**config.mk**
```make
export PLATFORM = sky130hd
export DESIGN_NAME = seg7_decimal_display
export DESIGN_NICKNAME = d
export VERILOG_FILES = /design/src/rtl/seg7_decimal_display.sv
export SDC_FILE = /design/constraint.sdc
export NUM_CORES = 1
export LEC_CHECK = 0
export BUFFER_PORTS_ARGS = -buffer_cell sky130_fd_sc_hd__buf_2
export CORE_ASPECT_RATIO = 1.1
export CORE_MARGIN = 4
export CORE_UTILIZATION = 40
export CTS_CLUSTER_DIAMETER = 100
export DETAILED_ROUTE_END_ITERATION = 6
export GPL_TIMING_DRIVEN = 0
export HOLD_SLACK_MARGIN = 0.03
export PLACE_DENSITY_LB_ADDON = 0.08
export SYNTH_ARGS = -nofsm -noshare
export SYNTH_HDL_FRONTEND = slang
export SYNTH_SLANG_ARGS = --single-unit
```
**constraint.sdc**
```tcl
create_clock -name clk -period 7.2 [get_ports clk]
set_input_delay 1.44 -clock clk [delete_from_list [all_inputs] [get_ports clk]]
set_output_delay 1.44 -clock clk [all_outputs]
set_load 0.03 [all_outputs]
```
**src/rtl/seg7_decimal_display.sv**
```systemverilog
// Purpose : converts a binary value (signed or unsigned) to decimal and drives DIGITS active-low 7-segment digits.
// Latency : seg/overflow update on the ENCODE edge, DATA_W+1 clocks after the accept edge; done pulses the cycle after.
// Backpr. : no queuing; update is ignored while busy=1 and must be re-presented once busy drops.
//
// Ports:
//   clk          sole clock, rising edge
//   rst          synchronous active-low reset
//   value        number to display (two's complement when signed_mode=1)
//   signed_mode  1 = signed display, 0 = unsigned display
//   update       convert-and-display request, honoured only in IDLE
//   seg          DIGITS*7 active-low segments, digit i at [7i+6:7i], segment a at the MSB
//   busy         conversion in progress (SHIFT or ENCODE)
//   done         one-cycle pulse: seg/overflow just refreshed
//   overflow     last displayed value did not fit in the available digits
//
// Build option: define SEG7_LZB_EN for leading-zero blanking.

module seg7_decimal_display #(
    parameter int DATA_W = 32,
    parameter int DIGITS = 8
) (
    input  logic                  clk,
    input  logic                  rst,
    input  logic [DATA_W-1:0]     value,
    input  logic                  signed_mode,
    input  logic                  update,
    output logic [DIGITS*7-1:0]   seg,
    output logic                  busy,
    output logic                  done,
    output logic                  overflow
);

    // Enough BCD digits for any DATA_W-bit magnitude.
    localparam int BCD_D = (DATA_W * 3) / 10 + 1;
    // Zero-extended view wide enough for both the accumulator and the display,
    // so digit lookups never index past either.
    localparam int EXT_D = (BCD_D > DIGITS) ? BCD_D : DIGITS;
    localparam int CNT_W = $clog2(DATA_W + 1);
    localparam logic [CNT_W-1:0] LAST_SHIFT = CNT_W'(DATA_W - 1);

    localparam logic [6:0] G_MINUS = 7'b1111110;
    localparam logic [6:0] G_BLANK = 7'b1111111;
    localparam logic [6:0] G_E     = 7'b0110000;

    function automatic logic [6:0] glyph(input logic [3:0] d);
        case (d)
            4'd0:    glyph = 7'b0000001;
            4'd1:    glyph = 7'b1001111;
            4'd2:    glyph = 7'b0010010;
            4'd3:    glyph = 7'b0000110;
            4'd4:    glyph = 7'b1001100;
            4'd5:    glyph = 7'b0100100;
            4'd6:    glyph = 7'b0100000;
            4'd7:    glyph = 7'b0001111;
            4'd8:    glyph = 7'b0000000;
            4'd9:    glyph = 7'b0001100;
            default: glyph = G_BLANK;
        endcase
    endfunction

    function automatic logic [DIGITS*7-1:0] reset_pattern();
        logic [DIGITS*7-1:0] p;
        p = '1;
        for (int i = 0; i < DIGITS; i++) begin
`ifdef SEG7_LZB_EN
            p[7*i +: 7] = (i == 0) ? glyph(4'd0) : G_BLANK;
`else
            p[7*i +: 7] = (i == DIGITS - 1) ? G_BLANK : glyph(4'd0);
`endif
        end
        return p;
    endfunction

    localparam logic [DIGITS*7-1:0] SEG_RST = reset_pattern();

    typedef enum logic [1:0] {IDLE, SHIFT, ENCODE} state_t;

    state_t                 state, state_next;
    logic [CNT_W-1:0]       cnt;
    logic [DATA_W-1:0]      mag;
    logic [4*BCD_D-1:0]     bcd, bcd_adj;
    logic [4*EXT_D-1:0]     bcd_ext;
    logic                   neg_q, smode_q;
    logic [DIGITS*7-1:0]    seg_enc;
    logic                   ovf_enc;

    assign busy = (state != IDLE);

    // ---------------- FSM ----------------
    always_ff @(posedge clk) begin
        if (!rst) state <= IDLE;
        else      state <= state_next;
    end

    always_comb begin
        state_next = state;
        case (state)
            IDLE:    if (update) state_next = SHIFT;
            SHIFT:   if (cnt == LAST_SHIFT) state_next = ENCODE;
            ENCODE:  state_next = IDLE;
            default: state_next = IDLE;
        endcase
    end

    // ---------------- double-dabble step ----------------
    always_comb begin
        bcd_adj = bcd;
        for (int k = 0; k < BCD_D; k++) begin
            if (bcd[4*k +: 4] >= 4'd5) bcd_adj[4*k +: 4] = bcd[4*k +: 4] + 4'd3;
        end
    end

    // ---------------- encode final BCD to glyphs ----------------
    always_comb begin : encode
        int avail;
        int msd;
        bcd_ext = (4*EXT_D)'(bcd);
        avail   = smode_q ? DIGITS - 1 : DIGITS;
        ovf_enc = 1'b0;
        msd     = 0;
        seg_enc = '1;
        for (int k = 0; k < EXT_D; k++) begin
            if (k >= avail && bcd_ext[4*k +: 4] != 4'd0) ovf_enc = 1'b1;
        end
        // Highest nonzero digit; only consulted when nothing overflowed, so it lies below avail.
        for (int k = 0; k < DIGITS; k++) begin
            if (bcd_ext[4*k +: 4] != 4'd0) msd = k;
        end
        for (int i = 0; i < DIGITS; i++) begin
            if (ovf_enc) begin
                seg_enc[7*i +: 7] = G_E;
            end else if (smode_q && i == DIGITS - 1) begin
                seg_enc[7*i +: 7] = neg_q ? G_MINUS : G_BLANK;
            end else begin
`ifdef SEG7_LZB_EN
                // msd >= 0, so digit 0 is never blanked.
                seg_enc[7*i +: 7] = (i > msd) ? G_BLANK : glyph(bcd_ext[4*i +: 4]);
`else
                seg_enc[7*i +: 7] = glyph(bcd_ext[4*i +: 4]);
`endif
            end
        end
    end

    // ---------------- datapath ----------------
    always_ff @(posedge clk) begin
        if (!rst) begin
            seg      <= SEG_RST;
            done     <= 1'b0;
            overflow <= 1'b0;
            cnt      <= '0;
            mag      <= '0;
            bcd      <= '0;
            neg_q    <= 1'b0;
            smode_q  <= 1'b0;
        end else begin
            done <= 1'b0;
            case (state)
                IDLE: begin
                    if (update) begin
                        smode_q <= signed_mode;
                        neg_q   <= signed_mode & value[DATA_W-1];
                        // Negating the most negative value wraps to 2^(DATA_W-1),
                        // which is exactly the magnitude when read as unsigned.
                        mag     <= (signed_mode & value[DATA_W-1]) ? (~value + DATA_W'(1)) : value;
                        bcd     <= '0;
                        cnt     <= '0;
                    end
                end
                SHIFT: begin
                    {bcd, mag} <= {bcd_adj, mag} << 1;
                    cnt        <= cnt + CNT_W'(1);
                end
                ENCODE: begin
                    seg      <= seg_enc;
                    overflow <= ovf_enc;
                    done     <= 1'b1;
                end
                default: ;
            endcase
        end
    end

endmodule

```
==> results.py <==
metrics = {
    "route": {
        "wire_per_inst_um": 17.25,
        "wirelength_um": 25740,
        "drtIter0Drc": 446,
        "viasPerCell": 5.327,
        "vias": 7948,
        "drcViolationCount": 0,
        "drt_first_pass_iters": 4,
        "ant_nets": 0,
    },
    "synth": {
        "ys_seq_area_share_pct": 41.21,
        "syn_area_per_cell_sq_um": 8.923,
        "syn-num-nets": 1173,
        "ys_top_cells_by_area": "dfxtp_1, ha_1, a22oi_1",
        "netlist_area_sq_mm": 0.009520,
        "yosysWarnings": 0,
        "synth-edff-count": 0,
        "synthArstFlopShare_pct": 0,
        "synth_top_area_share_pct": 41.21,
        "yosysTopAreaCell": "dfxtp_1",
        "synthFlopType": "dfxtp_1",
        "synth-seq-cells": 196,
        "syn_inst": 1067,
        "yosysUniqueCellTypes": 61,
    },
    "floorplanning": {
        "rows": 58,
        "fp.dieW_um": 155.1,
        "io_pins": 95,
        "core_sq_mm": 0.02315,
        "initial_core_util_pct": 41.13,
        "die_y_um": 169.8,
        "die_area_sq_mm": 0.02634,
    },
    "layout": {
        "final_common_cell": "dfxtp_1",
        "fillCellCount": 2274,
        "diodes": 0,
        "final_cell_mix": "dfxtp_1, buf_2, nand2_1, nor2_1, o21ai_0",
        "drive_gt1_share_pct": 13.67,
        "synthToLayoutAreaGrowth_pct": 15.34,
        "layout.nets": 1286,
    },
    "placed_design": {
        "io_buffer_count": 94,
        "dpl.hpwl_um": 18580,
        "place.gp.congestion": 0.8715,
    },
    "worst_setup_path": {
        "cp_max_fo": 10,
        "required_ns": 7.53,
        "cp-startpoint": "update",
        "end_kind": "register",
        "critPathMaxStageDelay_ns": 0.80,
        "crit_path_frequent_cell": "buf_2",
        "worstPathCellList": "buf_2, o21bai_1, and2_1, buf_2, buf_1, a32oi_1, ha_1, or4_1, and3_1",
        "worst_r2r_startpoint": "state[0]",
        "start_kind": "input pin",
        "ff2ff_path_depth": 8,
        "r2r_slack_ns": 3.42,
        "worst_ep_arrival_time_ns": 4.84,
        "crit_buf_inv": 3,
        "cp.depth": 9,
        "cp_top_family": "compound AO/OA/AOI/OAI gates",
        "path_class": "in2reg",
        "crit_slowest_cell": "o21bai_1",
    },
    "run": {
        "drv_cap": 0,
    },
    "clock_network": {
        "clockBufferDepth": 2,
        "htree_levels": 4,
        "cts_sinks": 196,
        "cts_root_buffer": "clkbuf_16",
        "cts_resized": 0,
        "cts_tree": "built",
        "clk_pin_slew_ns": 0.07,
        "post_cts_buffers": 0,
        "ctsHoldBuffers": 0,
        "clock_latency_ns": 0.44,
        "numCtsBuffers": 17,
    },
    "timing": {
        "hold_viol": 0,
        "slew_violations": 0,
        "min_period_ns": 4.506,
        "fin_worst_skew_ns": 0.01212,
        "fin_hold_ws_ns": 0.4600,
        "fin_setup_tns_ns": 0,
        "rsz0062_at_grt": "false",
        "setup_viol": 0,
        "period_share_pct": 62.59,
        "tightest_slew_ns": 1.025,
        "slew_headroom_pct": 31.55,
        "fmax_mhz": 221.9,
    },
    "global_route": {
        "grt_antenna_before_repair": 0,
        "grt_pass1_vias": 7724,
        "grt_pass1_wl_um": 41130,
        "grt_use_total_pct": 19.53,
        "grt_overflow_total": 0,
        "grt_max_degree": 19,
    },
    "power": {
        "p_comb_share_pct": 6.9,
        "swShare_pct": 25.17,
        "power_per_cell_area_mw_per_mm2": 208.3,
        "pwr-share-clk_pct": 44.2,
        "totalPowerFinal_mw": 2.288,
        "p_leak_nw": 4.580,
        "p_seq_share_pct": 48.9,
        "p_switching_mw": 0.5757,
        "intPower_mw": 1.712,
        "peakVddDrop_v": 0.00009533,
    },
    "hold_path": {
        "min_path_type": "reg2reg",
    },
    "run_status": {
        "run_status": "finished, final reports clean",
    },
}
==> final cells by class <==
| class | count | area, sq um | area share (%) |
|---|---|---|---|
| Clock inverter | 14 | 188.9 | 1.721 |
| Sequential cell | 196 | 3924 | 35.73 |
| Multi-Input combinational cell | 745 | 5121 | 46.64 |
| Inverter | 69 | 259.0 | 2.359 |
| Tap cell | 300 | 375.4 | 3.418 |
| Timing Repair Buffer | 94 | 470.5 | 4.284 |
| Buffer | 57 | 216.5 | 1.971 |
| Clock buffer | 17 | 425.4 | 3.874 |
==> worst min path at each step <==
stage                   from  endpoint  slack, ns  depth (start not counted)
floorplan           register    seg[0]       0.43                          1
detailed placement  register   seg[14]       0.45                          1
CTS                 register    seg[0]       0.46                          1
finish              register    seg[0]       0.46                          1
global route           neg_q     neg_q       0.49                          2
global placement    register   seg[21]       0.44                          1
==> logic make-up after synthesis <==
group / share of synthesized area, %
xor gates and xnor gates: 4.140
AOI/OAI and AO/OA: 22.82
muxes: 3.141
adders and majority gates: 9.200
buffers and inverters: 4.994
and+or+nand+nor: 14.50
DFF: 41.21
==> worst register-to-register path, delay by kind of cell, from the launching register on <==
| family | cells | cell delay (ns) |
|---|---|---|
| compound gates | 2 | 1.15 |
| fa+ha+maj | 1 | 0.33 |
| buf+inv | 2 | 0.81 |
| flops | 1 | 0.37 |
| simple gates | 3 | 1.03 |
==> per-stage QoR <==
stage          setup slack [ns]  utilization [%]  area [sq um]  instances
2_1_floorplan             3.490                -          9520       1067
3_3_place_gp              2.162            44.78         10370       1461
3_5_place_dp              2.193            44.78         10370       1461
4_1_cts                   2.664            47.43         10980       1492
5_1_grt                   2.519            47.43         10980       1492
6_report                  2.694            47.43         10980       1492
==> cells in the mapped netlist (all sizes together), types with 5 or more instances <==
master,instances
a221o,8
nor3b,12
dfxtp,196
inv,69
or4,8
buf,8
a31oi,5
and3b,5
nand4,6
xnor2,21
o41ai,6
a22o,6
a22oi,60
mux2,7
ha,70
o22ai,5
nor2,84
and2,8
nor3,17
a21oi,64
nor4,6
o221a,19
nand2,87
o21ai,80
nand2b,16
xor2,24
clkbuf,49
o31ai,16
mux2i,22
nand3,16
a311oi,5
a211oi,13
==> per-layer routing <==
layer  up-vias  wire length (um)  track usage, %
met1      3729             12100           25.62
met3        24               940           2.780
met4         0               351           5.568
met2       149             12350           33.57
met5         -                 0               0
li1       4046                 -               -
==> power by group through the flow <==
stage / combinational [mW] / clock, mW / sequential [mW]
after floorplan: 0.0929 / 0 / 1.14
after global placement: 0.158 / 0 / 1.14
after detailed placement: 0.158 / 0 / 1.14
after CTS: 0.159 / 1.03 / 1.12
after global routing: 0.174 / 1.08 / 1.12
final: 0.157 / 1.01 / 1.12
Note: power is estimated with default switching activity, not from simulation.
